### src/rtl/regfile_scoreboard.sv
// rtl/regfile_scoreboard.sv - parametrised register file with per-register busy scoreboard
//
// Purpose: 2^ADDR_W x DATA_W register file. Issue reserves a destination
// (busy bit set), readers see busy status, and a writeback write both stores
// data and releases the register. BusyCount tracks outstanding reservations.
//
// Optional feature macro: REGFILE_SCOREBOARD_BYPASS_EN
//   defined   - a same-cycle write is forwarded to a matching read port
//               (data = WriteData, busy = 0)
//   undefined - reads return stored data and the registered busy bit
//
// Parameters:
//   DATA_W    register width
//   ADDR_W    select width, depth = 2^ADDR_W
//   ZERO_REG0 1: register 0 reads zero, drops writes, refuses reservations
//
// Ports:
//   Clock                    rising-edge clock
//   Clear                    synchronous active-high reset
//   ReadSelect1/2            read addresses
//   ReadData1/2              read data (combinational)
//   ReadBusy1/2              busy bit of the addressed register (combinational)
//   WriteSelect/Data/Enable  write port; a write releases a busy register
//   ReserveSelect/Enable     reservation request
//   ReserveAccept            reservation accepted this cycle (combinational)
//   BusyCount                number of busy registers (registered)

module regfile_scoreboard #(
    parameter int DATA_W    = 16,
    parameter int ADDR_W    = 4,
    parameter int ZERO_REG0 = 0
) (
    input  logic              Clock,
    input  logic              Clear,
    input  logic [ADDR_W-1:0] ReadSelect1,
    input  logic [ADDR_W-1:0] ReadSelect2,
    output logic [DATA_W-1:0] ReadData1,
    output logic [DATA_W-1:0] ReadData2,
    output logic              ReadBusy1,
    output logic              ReadBusy2,
    input  logic [ADDR_W-1:0] WriteSelect,
    input  logic [DATA_W-1:0] WriteData,
    input  logic              WriteEnable,
    input  logic [ADDR_W-1:0] ReserveSelect,
    input  logic              ReserveEnable,
    output logic              ReserveAccept,
    output logic [ADDR_W:0]   BusyCount
);

    localparam int DEPTH = 1 << ADDR_W;
    localparam int CNT_W = ADDR_W + 1;
    localparam bit Z0    = (ZERO_REG0 != 0);

    logic [DATA_W-1:0] regs [DEPTH];
    logic [DEPTH-1:0]  busy;

    logic write_ok;
    logic release_w;

    // Writes to a hard-wired zero register are dropped entirely.
    assign write_ok  = WriteEnable && !(Z0 && (WriteSelect == '0));
    // Register 0 can never be busy when hard-wired, so a dropped write
    // never needs to release anything.
    assign release_w = write_ok && busy[WriteSelect];

    // Uses start-of-cycle busy state: a same-cycle write to a busy register
    // releases it and this request is rejected.
    assign ReserveAccept = ReserveEnable && !busy[ReserveSelect]
                           && !(Z0 && (ReserveSelect == '0));

    always_ff @(posedge Clock) begin
        if (Clear) begin
            for (int i = 0; i < DEPTH; i++) begin
                regs[i] <= '0;
            end
            busy      <= '0;
            BusyCount <= '0;
        end else begin
            if (write_ok) begin
                regs[WriteSelect] <= WriteData;
                busy[WriteSelect] <= 1'b0;
            end
            // Accept and release on the same register are mutually exclusive
            // (accept needs idle, release needs busy), so ordering is safe.
            if (ReserveAccept) begin
                busy[ReserveSelect] <= 1'b1;
            end
            BusyCount <= BusyCount + CNT_W'(ReserveAccept) - CNT_W'(release_w);
        end
    end

    always_comb begin
        ReadData1 = regs[ReadSelect1];
        ReadBusy1 = busy[ReadSelect1];
`ifdef REGFILE_SCOREBOARD_BYPASS_EN
        if (write_ok && (WriteSelect == ReadSelect1)) begin
            ReadData1 = WriteData;
            ReadBusy1 = 1'b0;
        end
`endif
        if (Z0 && (ReadSelect1 == '0)) begin
            ReadData1 = '0;
            ReadBusy1 = 1'b0;
        end
    end

    always_comb begin
        ReadData2 = regs[ReadSelect2];
        ReadBusy2 = busy[ReadSelect2];
`ifdef REGFILE_SCOREBOARD_BYPASS_EN
        if (write_ok && (WriteSelect == ReadSelect2)) begin
            ReadData2 = WriteData;
            ReadBusy2 = 1'b0;
        end
`endif
        if (Z0 && (ReadSelect2 == '0)) begin
            ReadData2 = '0;
            ReadBusy2 = 1'b0;
        end
    end

endmodule
### config.mk
export PLATFORM = sky130hd
export DESIGN_NAME = regfile_scoreboard
export DESIGN_NICKNAME = d
export VERILOG_FILES = /design/src/rtl/regfile_scoreboard.sv
export SDC_FILE = /design/constraint.sdc
export NUM_CORES = 1
export LEC_CHECK = 0
export CAP_MARGIN = 20
export CORE_MARGIN = 4
export CORE_UTILIZATION = 40
export DETAILED_ROUTE_END_ITERATION = 10
export SLEW_MARGIN = 10
export SYNTH_ARGS = -nofsm -noshare
export SYNTH_HDL_FRONTEND = slang
export SYNTH_SLANG_ARGS = --single-unit
### constraint.sdc
create_clock -name Clock -period 6.9 [get_ports Clock]
set_input_delay 1.38 -clock Clock [delete_from_list [all_inputs] [get_ports Clock]]
set_output_delay 1.38 -clock Clock [all_outputs]
set_load 0.01 [all_outputs]
==> results.json <==
{
  "finalClockSkew_ns": 0.007210,
  "insertion_delay_ns": 0.55,
  "initial_core_util": 0.4083,
  "seq_power_share": 0.473,
  "synth.avg_cell_area_sq_um": 14.65,
  "finalSetupTns_ns": 0,
  "drt_iter0_drc": 948,
  "syn_nets": 1070,
  "cts_hold_buf": 0,
  "hp-start": "busy[10]",
  "antenna_found_initial": 1,
  "cp.arrival_ns": 3.91,
  "timing.rr.start": "busy[6]",
  "grt_remaining_overflow": 0,
  "cp-end-kind": "output pin",
  "final_cells": 1599,
  "rr_worst_depth": 12,
  "die-width_um": 202.0,
  "synth_cells": 1028,
  "cts_buffer_depth": 3,
  "r2r-end": "BusyCount[4]",
  "htreeDepth": 1,
  "ys.flop_type": "edfxtp_1",
  "via_count": 9309,
  "layout.nets": 1114,
  "tritoncts": "done",
  "worstMarginPinSlew_ns": 1.143,
  "ys_warn_count": 0,
  "drt_pass1_iterations": 5,
  "dpl-instance-area_sq_mm": 0.01622,
  "syn_area_sq_mm": 0.01506,
  "grt_max_degree": 69,
  "slew_viol_final": 0,
  "row_count": 70,
  "fin_crit_ns": 5.285,
  "clkSinkCount": 277,
  "min_to": "busy[10]",
  "grt_use_total": 0.2114,
  "fmax_mhz": 189.2,
  "cts_resized": 0,
  "cp.required_ns": 5.52,
  "synth_most_common_cell": "and2_1",
  "path_max_fanout": 9,
  "comb_power_share": 0.145,
  "root_buffer": "clkbuf_16",
  "p_int_mw": 3.189,
  "hold_ws_ns": 0.5281,
  "synthTopCellsByCount": "and2_1, edfxtp_1, mux4_2",
  "postCtsSetupBuffers": 0,
  "ys_seq_elements": 277,
  "grt_pass1_wl_um": 63980,
  "swShare": 0.2440,
  "whs_path_depth": 2,
  "setup_viol": 0,
  "gp_congestion": 0.8766,
  "hold_viol_final": 0,
  "peakVddDrop_mv": 0.1446,
  "yosys.area.top_type": "edfxtp_1",
  "synth_top_area_share": 0.5106,
  "fin_area_sq_mm": 0.01720,
  "via_per_inst": 5.822,
  "diodes": 0,
  "core_area_sq_mm": 0.03687,
  "r2r_slack_ns": 3.87,
  "clkSlewWorstSetupHoldPaths_ns": 0.06,
  "ys_seq_area_frac": 0.5385,
  "area_delta_synth_final_pct": 14.24,
  "die_h_um": 202.0,
  "drc": 0,
  "post_drt_wl_per_cell_um": 27.39,
  "net-switching-power_mw": 1.029,
  "dpl.cell_count": 1544,
  "synth_cell_types": 42,
  "startpoint_type": "input port",
  "p_per_area_mw_per_mm2": 245.2,
  "synth-async-reset-ratio": 0,
  "crit_type": "in2out",
  "leakage_nw": 5.995,
  "finalCritPeriodShare": 0.7660,
  "drv_cap": 0,
  "status": "finished, final reports clean",
  "synth_area_leaders": "edfxtp_1, mux4_2, and2_1",
  "grt_pass1_vias": 9451,
  "postRouteAntennaNets": 0,
  "drive_above_1_share": 0.1954,
  "power_mw": 4.219,
  "p_clk_frac": 0.382,
  "wl_um": 43790,
  "io_buffers": 75,
  "synth_edf_count": 256,
  "dpl.hpwl_um": 26860,
  "max_slew_margin": 0.2378,
  "io_pins": 76,
  "rsz0062_at_grt": "no",
  "die_area_sq_mm": 0.04081,
  "cts_buffers": 30,
  "hold_path_class": "reg2reg"
}
[area by class of cell]
type                    instances  area [sq um]
multi-input cells             638          6434
clock buffers                  33         783.3
flip-flops and latches        277          8108
inverters                      24         90.09
clock inverters                22         195.2
well taps                     504         630.6
fillers                      3187         19670
repair buffers                101         960.9
[power by group through the flow]
| stage | clock network [mW] | registers [mW] | logic, mW |
|---|---|---|---|
| 6_report | 1.61 | 1.99 | 0.611 |
| 5_1_grt | 1.70 | 2.01 | 0.649 |
| 4_1_cts | 1.63 | 1.99 | 0.614 |
| 3_5_place_dp | 0 | 2.03 | 0.612 |
| 3_3_place_gp | 0 | 2.02 | 0.607 |
| 2_1_floorplan | 0 | 2.01 | 0.374 |
[metrics by stage]
stage	worst slack (ns)	util
floorplan	2.858	-
global placement	1.657	0.4400
detailed placement	1.638	0.4400
CTS	1.643	0.4665
global route	1.508	0.4665
finish	1.615	0.4665
[cells in the final DEF (no fill, tap or decap), types with 3 or more instances in the layout]
master / count
a21o_1: 18
a22oi_1: 68
and2_1: 260
buf_4: 28
bufinv_16: 4
clkbuf_16: 31
clkdlybuf4s50_1: 71
clkinv_1: 12
clkinv_2: 5
dfxtp_1: 21
edfxtp_1: 256
ha_1: 5
inv_1: 24
mux4_1: 20
mux4_2: 124
nand2_1: 60
nand2b_1: 4
nor2_1: 14
nor2_2: 7
nor2b_1: 6
nor2b_2: 4
nor3_2: 4
o2111ai_1: 3
o21ai_0: 14
o21ai_1: 4
[worst max path at each step]
stage | from | slack (ns) | endpoint | depth (start not counted)
final | ReserveSelect[0] | 1.61 | ReserveAccept | 6
after global routing | ReadSelect2[0] | 1.51 | ReadData2[7] | 6
after CTS | ReserveSelect[0] | 1.64 | ReserveAccept | 6
after detailed placement | ReserveSelect[0] | 1.64 | ReserveAccept | 6
after global placement | ReserveSelect[0] | 1.66 | ReserveAccept | 6
after floorplan | ReserveSelect[1] | 2.86 | ReserveAccept | 4
[metal layers]
layer,vias up,part of all wire,track usage
li1,4025,-,-
met1,4830,0.41,0.2881
met2,376,0.49,0.3520
met3,78,0.073,0.03706
met4,0,0.027,0.05981
met5,-,0,0
[kinds of logic after synthesis]
logic type | Yosys count | share of synthesized area
multiplexers | 145 | 0.2211
AO/OA/AOI/OAI | 112 | 0.05277
AND/OR/NAND/NOR | 371 | 0.1433
buffers and inverters | 113 | 0.03656
flip-flops | 277 | 0.5385
XOR/XNOR | 4 | 0.002327
adder cells (fa/ha/maj) | 6 | 0.005485
[critical path, cell delays in order]
cell and delay (ns):
clkdlybuf4s50_1 0.74, mux4_2 0.59, nor4b_4 0.33, nor2_1 0.09, o21ai_0 0.16, clkdlybuf4s50_1 0.62
[registers in the layout, summed over array words and instances (netlist names)]
| signal | cells |
|---|---|
| regs | 256 |
| BusyCount | 5 |
| busy | 16 |
No activity file was read; power rests on OpenSTA's default activity.
